[src/rtl/req_pend_queue_pkg.sv]
// req_pkg: shared sizes, vector/index types and one-hot helper for the request queue.
package req_pkg;
    localparam int N = 16;
    localparam int IDX_W = 4;
    typedef logic [N-1:0] req_vec_t;
    typedef logic [IDX_W-1:0] req_idx_t;
    function automatic req_vec_t onehot(input req_idx_t i);
        return req_vec_t'(1) << i;
    endfunction
endpackage

[src/rtl/req_pend_queue_if.sv]
// req_pend_queue_if: request/mask inputs and indexed valid/ready output of the pending queue.
interface req_pend_queue_if;
    import req_pkg::*;
    req_vec_t req;
    req_vec_t mask;
    logic clr_all;
    logic ready;
    logic ovf_clr;
    req_idx_t idx;
    logic valid;
    req_vec_t pend;
    logic ovf;
    modport master (output req, mask, clr_all, ready, ovf_clr, input idx, valid, pend, ovf);
    modport slave (input req, mask, clr_all, ready, ovf_clr, output idx, valid, pend, ovf);
endinterface

[src/rtl/req_pend_queue_pri_enc.sv]
// pri_enc16_4: combinational index of the most significant set bit, plus any-bit flag.
module pri_enc16_4
    import req_pkg::*;
(
    input  req_vec_t vec,
    output req_idx_t idx,
    output logic     any
);
    assign any = |vec;
    always_comb begin
        idx = '0;
        for (int i = 0; i < N; i++)
            if (vec[i]) idx = i[IDX_W-1:0];
    end
endmodule

[src/rtl/req_pend_queue.sv]
// req_pend_queue: sticky pending bits for 16 request sources, presented highest-first
// through a registered valid/ready stage; an accepted index clears its pending bit.
module req_pend_queue
    import req_pkg::*;
(
    input logic clk,
    input logic rst_n,
    req_pend_queue_if.slave bus
);
    logic acc;
    req_vec_t clr_vec;
    req_vec_t pend_next;
    req_vec_t eligible;
    req_idx_t enc_idx;
    logic enc_any;
    logic ovf_set;

    assign acc = bus.valid & bus.ready;
    assign clr_vec = acc ? onehot(bus.idx) : '0;
    // A request on the bit being accepted re-arms it.
    assign pend_next = (bus.pend & ~clr_vec) | bus.req;
    assign eligible = pend_next & bus.mask;
    assign ovf_set = |(bus.req & bus.pend & ~clr_vec);

    pri_enc16_4 u_enc (.vec(eligible), .idx(enc_idx), .any(enc_any));

    always_ff @(posedge clk or negedge rst_n) begin
        if (!rst_n) begin
            bus.pend <= '0;
            bus.valid <= 1'b0;
            bus.idx <= '0;
            bus.ovf <= 1'b0;
        end else begin
            bus.ovf <= ovf_set | (bus.ovf & ~bus.ovf_clr);
            if (bus.clr_all) begin
                bus.pend <= '0;
                bus.valid <= 1'b0;
                bus.idx <= '0;
            end else begin
                bus.pend <= pend_next;
                // Held output is never preempted or retracted until accepted.
                if (!bus.valid || bus.ready) begin
                    bus.valid <= enc_any;
                    bus.idx <= enc_idx;
                end
            end
        end
    end
endmodule
[src/flat_wrapper.sv]
// flat-port wrapper written by rule: the top's interface ports become plain ports
module req_pend_queue_flat import req_pkg::*;
  (clk, rst_n, bus_req, bus_mask, bus_clr_all, bus_ready, bus_ovf_clr, bus_idx, bus_valid, bus_pend, bus_ovf);
  req_pend_queue_if bus_i ();
  input logic clk;
  input logic rst_n;
  input wire logic [$bits(bus_i.req)-1:0] bus_req;
  input wire logic [$bits(bus_i.mask)-1:0] bus_mask;
  input wire logic [$bits(bus_i.clr_all)-1:0] bus_clr_all;
  input wire logic [$bits(bus_i.ready)-1:0] bus_ready;
  input wire logic [$bits(bus_i.ovf_clr)-1:0] bus_ovf_clr;
  output wire logic [$bits(bus_i.idx)-1:0] bus_idx;
  output wire logic [$bits(bus_i.valid)-1:0] bus_valid;
  output wire logic [$bits(bus_i.pend)-1:0] bus_pend;
  output wire logic [$bits(bus_i.ovf)-1:0] bus_ovf;
  assign bus_i.req = bus_req;
  assign bus_i.mask = bus_mask;
  assign bus_i.clr_all = bus_clr_all;
  assign bus_i.ready = bus_ready;
  assign bus_i.ovf_clr = bus_ovf_clr;
  assign bus_idx = bus_i.idx;
  assign bus_valid = bus_i.valid;
  assign bus_pend = bus_i.pend;
  assign bus_ovf = bus_i.ovf;
  req_pend_queue u_core (.clk(clk), .rst_n(rst_n), .bus(bus_i));
endmodule
[config.mk]
export PLATFORM = sky130hd
export DESIGN_NAME = req_pend_queue_flat
export DESIGN_NICKNAME = d
export VERILOG_FILES = /design/src/rtl/req_pend_queue_pkg.sv /design/src/rtl/req_pend_queue_if.sv /design/src/rtl/req_pend_queue_pri_enc.sv /design/src/rtl/req_pend_queue.sv /design/src/flat_wrapper.sv
export SDC_FILE = /design/constraint.sdc
export NUM_CORES = 1
export LEC_CHECK = 0
export CORE_MARGIN = 3
export CORE_UTILIZATION = 45
export CTS_BUF_LIST = sky130_fd_sc_hd__clkbuf_4 sky130_fd_sc_hd__clkbuf_8
export CTS_CLUSTER_SIZE = 12
export DETAILED_ROUTE_END_ITERATION = 10
export PLACE_DENSITY_LB_ADDON = 0.3
export SYNTH_ARGS = -nofsm -noshare
export SYNTH_HDL_FRONTEND = slang
export SYNTH_SLANG_ARGS = --single-unit
[constraint.sdc]
create_clock -name clk -period 5.23 [get_ports clk]
set_clock_uncertainty 0.2 [all_clocks]
set_input_delay 1.046 -clock clk [delete_from_list [all_inputs] [get_ports clk]]
set_output_delay 1.046 -clock clk [all_outputs]
set_load 0.05 [all_outputs]
==> impl_metrics.env, run 1 <==
export IMPL_outcome="finished clean"
export IMPL_drive_gt1_frac=0.0310
export IMPL_worst_pin_slew_ns=1.05
export IMPL_synth_edf_count=0
export IMPL_crit_type="input pin to flip-flop"
export IMPL_muxShareOfSynthArea=0
export IMPL_ys_flop_type="dfrtp_1"
export IMPL_num_rows=20
export IMPL_peakVddDrop_uv=115
export IMPL_diodes=0
export IMPL_dpl_cell_area_um2=2100
export IMPL_cts_hold_buf=0
export IMPL_setup_worst_path_start="bus_ready"
export IMPL_die_width_um=63.9
export IMPL_seq_area_um2=551
export IMPL_synth_compound_area_frac=0.396
export IMPL_dr_total_vias=1689
export IMPL_arrival_ns=3.33
export IMPL_ios=59
export IMPL_total_power_uw=471
export IMPL_dieArea_um2=4080
export IMPL_end_kind="flip-flop"
export IMPL_period_share=0.644
export IMPL_setup_viol=0
export IMPL_pre_cts_ws_ns=1.59
export IMPL_multi_input_area_um2=872
export IMPL_setup_ws_ns=1.86
export IMPL_synthesis_nets=211
export IMPL_drv_cap=0
export IMPL_swShare=0.393
export IMPL_worstPathMaxFanout=11
export IMPL_hpwl_um=3570
export IMPL_synth_xor_area_frac=0
export IMPL_coreArea_um2=3130
export IMPL_clkLatencyLatePin_ns=0.31
export IMPL_htree_levels=1
export IMPL_nets=265
export IMPL_yosysUniqueCellTypes=42
export IMPL_p_switching_uw=185
export IMPL_route_detailed_drc=0
export IMPL_place_inst=267
export IMPL_viasPerCell=6.26
export IMPL_die_h_um=63.9
export IMPL_path_clk_slew_ns=0.13
export IMPL_cts_sinks=22
export IMPL_final_cells=270
export IMPL_relSlewSlack=0.297
export IMPL_layout_commonest_cell="clkdlybuf4s50_1"
export IMPL_reg2reg_from="u_core.bus.idx[2]"
export IMPL_syn_area_per_cell_um2=8.66
export IMPL_yosys_area_share_simple=0.183
export IMPL_overflow=0
export IMPL_final_cell_mix="clkdlybuf4s50_1, dfrtp_1, a21oi_1"
export IMPL_hold_start="u_core.bus.pend[12]"
export IMPL_grt_antenna_before_repair=0
export IMPL_syn_area_um2=1510
export IMPL_utilization=0.680
export IMPL_fin_crit_ns=3.37
export IMPL_postSynth_asyncResetShare=1.00
export IMPL_slew_viol_final=0
export IMPL_power_share_clock=0.172
export IMPL_cts_tree="built"
export IMPL_first_iter_violations=155
export IMPL_cts_resized=0
export IMPL_synth_top_family_by_area="compound AO/OA/AOI/OAI gates"
export IMPL_p_leak_nw=0.793
export IMPL_ys_warn_count=0
export IMPL_synth_fa_ha_area_frac=0
export IMPL_p_seq_frac=0.431
export IMPL_design_area_um2=2130
export IMPL_p_per_area_nw_per_um2=222
export IMPL_globalplace_congestion=0.894
export IMPL_p_int_uw=286
export IMPL_grt_pass1_vias=1635
export IMPL_io_buffers=58
export IMPL_grt_setup_unrepaired="false"
export IMPL_clock_root_buffer="clkbuf_4"
export IMPL_grt_pass1_wl_um=8000
export IMPL_track_usage=0.242
export IMPL_ys_seq_area_frac=0.365
export IMPL_required_ns=5.19
export IMPL_max_freq_mhz=297
export IMPL_wl_per_cell_um=17.8
export IMPL_drtPass1Iterations=4
export IMPL_hold_viol_final=0
export IMPL_pwr_share_comb=0.397
export IMPL_hold_slack_ns=0.393
export IMPL_drt_wl_total_um=4820
export IMPL_synth_seq_cells=22
export IMPL_crit_path_start_kind="input pin"
export IMPL_start_util=0.482
export IMPL_post_cts_setup_buffers=0
export IMPL_r2r_slack_ns=2.62
export IMPL_fill_cells=257
export IMPL_tns_ns=0
export IMPL_synthCells=174
export IMPL_area_growth_pct=41.1
export IMPL_grt_max_degree=23
export IMPL_worst_hold_path_type="flip-flop to flip-flop"
export IMPL_cts_buffer_depth=2
export IMPL_route_antenna_remaining_nets=0
export IMPL_numCtsBuffers=3
-- cells in the mapped netlist, drive strengths merged, types with 3 or more instances --
| cell | n | area [µm²] |
|---|---|---|
| nand2b | 3 | 18.8 |
| nor4 | 3 | 33.8 |
| buf | 4 | 20.0 |
| o31ai | 8 | 60.1 |
| o21a | 12 | 97.6 |
| clkbuf | 5 | 18.8 |
| o311ai | 4 | 35.0 |
| nand3 | 4 | 20.0 |
| o2111ai | 4 | 35.0 |
| or3 | 7 | 43.8 |
| nand2 | 4 | 15.0 |
| nand4 | 3 | 18.8 |
| o211ai | 7 | 52.6 |
| inv | 12 | 45.0 |
| a21oi | 18 | 90.1 |
| dfrtp | 22 | 551 |
| o21ai | 15 | 75.1 |
| nor2 | 10 | 37.5 |
| o31a | 4 | 35.0 |
-- cell families (layout without fill, tap and decap cells) --
logic type	after synthesis	count (layout)
and+or+nand+nor	45	45
buffers and inverters	21	73
AOI/OAI and AO/OA	86	86
DFF	22	22
-- metal layers --
layer | global-route usage | wire length (µm)
met5 | 0 | 0
met4 | 0.0647 | 73
met3 | 0.0404 | 412
met2 | 0.397 | 2300
met1 | 0.328 | 2030
-- power groups by stage --
stage	combinational, mW	clock [mW]	sequential [mW]
after floorplan	0.0678	0	0.244
after global placement	0.183	0	0.205
after detailed placement	0.185	0	0.206
after CTS	0.186	0.0805	0.203
after global routing	0.198	0.0910	0.207
final	0.187	0.0812	0.203
-- worst max-delay path, cell delays in order --
cell	delay [ns]
clkdlybuf4s50_1	0.56
nand4b_1	0.37
o31ai_1	0.65
nand4_1	0.20
nor4_1	0.34
a41oi_1	0.17
-- sequential cells by signal, indices dropped and copies added, names as in the netlist --
name and count:
u_core.bus.valid 1, u_core.bus.ovf 1, u_core.bus.pend 16, u_core.bus.idx 4
-- final timing paths --
kind                                      end  cells past startpoint
max                          u_core.bus.valid                      6
min                            u_core.bus.ovf                      2
max reg2reg                  u_core.bus.valid                      5
min reg2reg                    u_core.bus.ovf                      2
max in group asynchronous   u_core.bus.idx[0]                      1
min in group asynchronous  u_core.bus.pend[3]                      1
-- layout make-up --
class / instances / area share
Clock buffer: 3 / 0.0106
Tap cell: 44 / 0.0259
Sequential cell: 22 / 0.259
Multi-Input combinational cell: 131 / 0.410
Inverter: 12 / 0.0212
Timing Repair Buffer: 58 / 0.273
(Power assumes the default switching activity.)
==> run 2, diff against run 1 <==
==> constraint.sdc (replaced) <==
create_clock -name clk -period 3.1 [get_ports clk]
set_clock_uncertainty 0.2 [all_clocks]
set_input_delay 0.62 -clock clk [delete_from_list [all_inputs] [get_ports clk]]
set_output_delay 0.62 -clock clk [all_outputs]
set_load 0.05 [all_outputs]
==> run 2 against run 1 <==
Hold slack worse by 0.0048 ns. Flip-flop and latch count unchanged. Non-clock buffer count is 6 higher. Sequential share of layout area fell by 0.54 points. Wire length is 5.6% higher. Register-to-register slack lost 2.2 ns. Cell count rose by 2.2%. Utilization increased by 1.4 points. Critical path depth shrank 5. Count of clock-buffer cells in the layout is the same. Critical path type is now flip-flop to output pin. Critical endpoint is now bus_idx[1].
==> impl_metrics.env, run 2 (same netlist as run 1, synthesis figures left out) <==
export IMPL_crit_type="flip-flop to output pin"
export IMPL_route_detailed_drc=0
export IMPL_cts_sinks=22
export IMPL_cp_slowest_cell="clkdlybuf4s50_1"
export IMPL_place_inst=273
export IMPL_die_h_um=63.9
export IMPL_wl_per_cell_um=18.4
export IMPL_dr_total_vias=1775
export IMPL_overflow=0
export IMPL_drt_wl_total_um=5090
export IMPL_fin_crit_ns=2.75
export IMPL_regMostFlops="u_core.bus.pend"
export IMPL_hpwl_um=3790
export IMPL_layout_commonest_cell="clkdlybuf4s50_1"
export IMPL_hold_slack_ns=0.388
export IMPL_post_cts_setup_buffers=0
export IMPL_peakVddDrop_uv=261
export IMPL_first_iter_violations=116
export IMPL_dieArea_um2=4080
export IMPL_area_growth_pct=44.1
export IMPL_worstPathMaxFanout=17
export IMPL_cts_buffer_depth=2
export IMPL_path_buf_inv=1
export IMPL_max_freq_mhz=364
export IMPL_slowest_delay_ns=0.91
export IMPL_dpl_cell_area_um2=2150
export IMPL_cts_hold_buf=0
export IMPL_ios=59
export IMPL_fill_cells=260
export IMPL_path_clk_slew_ns=0.13
export IMPL_end_kind="output pin"
export IMPL_setup_ws_ns=0.350
export IMPL_htree_levels=1
export IMPL_p_per_area_nw_per_um2=373
export IMPL_cts_tree="built"
export IMPL_diodes=0
export IMPL_start_util=0.482
export IMPL_period_share=0.887
export IMPL_grt_util_met3=0.0387
export IMPL_final_cells=276
export IMPL_setup_viol=0
export IMPL_total_power_uw=810
export IMPL_cp_cell_sequence="clkdlybuf4s50_1"
export IMPL_arrival_ns=1.93
export IMPL_coreArea_um2=3130
export IMPL_largest_register_ffs=16
export IMPL_num_rows=20
export IMPL_globalplace_congestion=0.901
export IMPL_drtPass1Iterations=5
export IMPL_outcome="finished clean"
export IMPL_io_buffers=58
export IMPL_worst_pin_slew_ns=0.513
export IMPL_reg_largest_list="u_core.bus.pend x16, u_core.bus.idx x4"
export IMPL_clock_root_buffer="clkbuf_4"
export IMPL_utilization=0.694
export IMPL_drive_gt1_frac=0.0560
export IMPL_grt_max_degree=23
export IMPL_grt_pass1_wl_um=8240
export IMPL_p_leak_nw=0.820
export IMPL_use_met1=0.335
export IMPL_pre_cts_ws_ns=0.116
export IMPL_nets=271
export IMPL_slew_viol_final=0
export IMPL_relSlewSlack=0.655
export IMPL_gr_usage_met2=0.410
export IMPL_route_antenna_remaining_nets=0
export IMPL_die_width_um=63.9
export IMPL_grt_antenna_before_repair=0
export IMPL_final_cell_mix="clkdlybuf4s50_1, dfrtp_1, a21oi_1"
export IMPL_grt_setup_unrepaired="false"
export IMPL_numCtsBuffers=3
export IMPL_busiest_layer="met2"
export IMPL_viasPerCell=6.43
export IMPL_clkLatencyLatePin_ns=0.32
export IMPL_required_ns=2.28
export IMPL_cts_resized=0
export IMPL_crit_path_start_kind="flip-flop"
export IMPL_worst_hold_path_type="flip-flop to flip-flop"
export IMPL_hold_viol_final=0
export IMPL_drv_cap=0
export IMPL_cp_top_family="buffers and inverters"
export IMPL_track_usage=0.254
export IMPL_grt_pass1_vias=1760
export IMPL_tns_ns=0
export IMPL_design_area_um2=2170
## run 2: where the power goes
part           total (mW)  internal (mW)  switching [mW]
registers           0.344          0.308          0.0362
logic               0.323          0.133           0.189
clock network       0.143         0.0456          0.0975
## run 2: final timing paths
kind	startpoint	endpoint	slack, ns	depth (start not counted)
max	u_core.bus.idx[1]	bus_idx[1]	0.35	1
min	u_core.bus.pend[4]	u_core.bus.pend[4]	0.39	2
max reg2reg	u_core.bus.idx[1]	u_core.bus.valid	0.44	5
min reg2reg	u_core.bus.pend[4]	u_core.bus.pend[4]	0.39	2
max in group asynchronous	rst_n	u_core.bus.valid	2.02	2
min in group asynchronous	rst_n	u_core.bus.pend[8]	0.44	2
## run 2: final cells by class
| type | instances | area, µm² | share of cell area |
|---|---|---|---|
| Clock buffer | 3 | 22.5 | 0.0104 |
| Inverter | 12 | 45.0 | 0.0207 |
| Multi-Input combinational cell | 131 | 872 | 0.402 |
| Sequential cell | 22 | 551 | 0.254 |
| Tap cell | 44 | 55.1 | 0.0254 |
| Timing Repair Buffer | 64 | 626 | 0.288 |
## run 2: per-layer routing
metal / vias up / wire length (µm)
met1: 856 / 2060
met3: 17 / 395
met2: 99 / 2480
met4: 0 / 150
met5: - / 0
li1: 803 / -
==> run 3, diff against run 2 <==
--- a/config.mk
+++ b/config.mk
@@ -5,12 +5,14 @@
 export SDC_FILE = /design/constraint.sdc
 export NUM_CORES = 1
 export LEC_CHECK = 0
-export CORE_MARGIN = 3
+export CORE_ASPECT_RATIO = 1.5
+export CORE_MARGIN = 2
 export CORE_UTILIZATION = 45
 export CTS_BUF_LIST = sky130_fd_sc_hd__clkbuf_4 sky130_fd_sc_hd__clkbuf_8
 export CTS_CLUSTER_SIZE = 12
 export DETAILED_ROUTE_END_ITERATION = 10
 export PLACE_DENSITY_LB_ADDON = 0.3
+export SETUP_SLACK_MARGIN = 0.05
 export SYNTH_ARGS = -nofsm -noshare
 export SYNTH_HDL_FRONTEND = slang
 export SYNTH_SLANG_ARGS = --single-unit
==> run 3 against run 2 <==
Wire length is 2.0% lower. Fmax up 0.93%. Critical path depth up 6. Register-to-register slack hardly changed. Combinational power hardly changed. Utilization is 0.93 points lower. First-iteration DRC count down 22%. Clock power grew 29%. Flip-flop and latch count unchanged. Critical path type is now input pin to flip-flop.
==> impl_metrics.env, run 3 (same netlist as run 1, synthesis figures left out) <==
export IMPL_setup_ws_ns=0.376
export IMPL_cts_sinks=22
export IMPL_numCtsBuffers=3
export IMPL_num_rows=25
export IMPL_end_kind="flip-flop"
export IMPL_clock_root_buffer="clkbuf_8"
export IMPL_largest_register_ffs=16
export IMPL_layout_commonest_cell="clkdlybuf4s50_1"
export IMPL_fill_cells=294
export IMPL_dieArea_um2=3840
export IMPL_drt_wl_total_um=4990
export IMPL_overflow=0
export IMPL_crit_type="input pin to flip-flop"
export IMPL_grt_antenna_before_repair=0
export IMPL_route_antenna_remaining_nets=0
export IMPL_period_share=0.879
export IMPL_regMostFlops="u_core.bus.pend"
export IMPL_wl_per_cell_um=18.3
export IMPL_first_iter_violations=91
export IMPL_cts_resized=0
export IMPL_io_buffers=58
export IMPL_die_h_um=74.9
export IMPL_grt_pass1_wl_um=8000
export IMPL_max_freq_mhz=367
export IMPL_r2r_slack_ns=0.43
export IMPL_htree_levels=1
export IMPL_worst_hold_path_type="flip-flop to flip-flop"
export IMPL_grt_setup_unrepaired="false"
export IMPL_use_met1=0.337
export IMPL_gr_usage_met2=0.499
export IMPL_grt_util_met3=0.0278
export IMPL_dr_total_vias=1749
export IMPL_track_usage=0.279
export IMPL_area_growth_pct=45.0
export IMPL_p_leak_nw=0.827
export IMPL_drv_cap=0
export IMPL_clkLatencyLatePin_ns=0.27
export IMPL_outcome="finished clean"
export IMPL_viasPerCell=6.43
export IMPL_coreArea_um2=3190
export IMPL_drive_gt1_frac=0.0560
export IMPL_cts_tree="built"
export IMPL_hpwl_um=3790
export IMPL_final_cell_mix="clkdlybuf4s50_1, dfrtp_1, a21oi_1"
export IMPL_grt_max_degree=23
export IMPL_diodes=0
export IMPL_setup_viol=0
export IMPL_arrival_ns=2.66
export IMPL_path_clk_slew_ns=0.09
export IMPL_cts_buffer_depth=2
export IMPL_worst_pin_slew_ns=0.567
export IMPL_pre_cts_ws_ns=0.115
export IMPL_post_cts_setup_buffers=0
export IMPL_cts_hold_buf=0
export IMPL_start_util=0.472
export IMPL_hold_viol_final=0
export IMPL_ios=59
export IMPL_required_ns=3.03
export IMPL_tns_ns=0
export IMPL_fin_crit_ns=2.72
export IMPL_grt_pass1_vias=1710
export IMPL_drtPass1Iterations=4
export IMPL_globalplace_congestion=0.981
export IMPL_worstPathMaxFanout=11
export IMPL_relSlewSlack=0.622
export IMPL_die_width_um=51.2
export IMPL_crit_path_start_kind="input pin"
export IMPL_busiest_layer="met2"
export IMPL_peakVddDrop_uv=256
export IMPL_nets=271
export IMPL_reg_largest_list="u_core.bus.pend x16, u_core.bus.idx x4"
export IMPL_slew_viol_final=0
export IMPL_hold_slack_ns=0.386
export IMPL_p_per_area_nw_per_um2=390
export IMPL_route_detailed_drc=0
[run 3: cell counts in the layout (fill, tap and decap cells not counted)]
Identical to the previous run, type by type.
[run 3: where the power goes]
part | internal, mW | switching (mW) | total, mW
clock network | 0.0870 | 0.0982 | 0.185
registers | 0.308 | 0.0376 | 0.346
logic | 0.133 | 0.189 | 0.322
total | 0.528 | 0.324 | 0.852
[run 3: final cells by class]
type	instances	area, µm²	area share
Sequential cell	22	551	0.252
Timing Repair Buffer	64	626	0.286
Multi-Input combinational cell	131	872	0.399
Clock buffer	3	41.3	0.0189
Inverter	12	45.0	0.0206
Tap cell	40	50.0	0.0229
[run 3: worst paths after layout]
check	startpoint	to	cells after the start
min reg2reg	u_core.bus.pend[12]	u_core.bus.pend[12]	2
min in group asynchronous	rst_n	u_core.bus.idx[0]	2
max reg2reg	u_core.bus.idx[1]	u_core.bus.valid	5
max in group asynchronous	rst_n	u_core.bus.pend[0]	2
max	bus_ready	u_core.bus.valid	7
min	u_core.bus.pend[12]	u_core.bus.pend[12]	2
[run 3: metal layers]
| metal | share of wire | up-vias |
|---|---|---|
| li1 | - | 811 |
| met2 | 0.54 | 89 |
| met5 | 0 | - |
| met3 | 0.067 | 14 |
| met1 | 0.36 | 835 |
| met4 | 0.029 | 0 |
[run 3: worst max-delay path, cell delays in order]
cell	delay, ns
clkdlybuf4s50_1	0.57
nand4b_1	0.12
buf_4	0.19
o31ai_1	0.40
nand4_1	0.21
nor4_1	0.37
a41oi_1	0.17
[run 3: through the flow]
| step | instance area (µm²) | power (mW) | utilization | std cells |
|---|---|---|---|---|
| after floorplan | 1510 | 0.526 | - | 174 |
| after global placement | 2140 | 0.663 | 0.672 | 269 |
| after detailed placement | 2140 | 0.669 | 0.672 | 269 |
| after CTS | 2180 | 0.848 | 0.685 | 272 |
| after global routing | 2180 | 0.892 | 0.685 | 272 |
| final | 2180 | 0.852 | 0.685 | 272 |
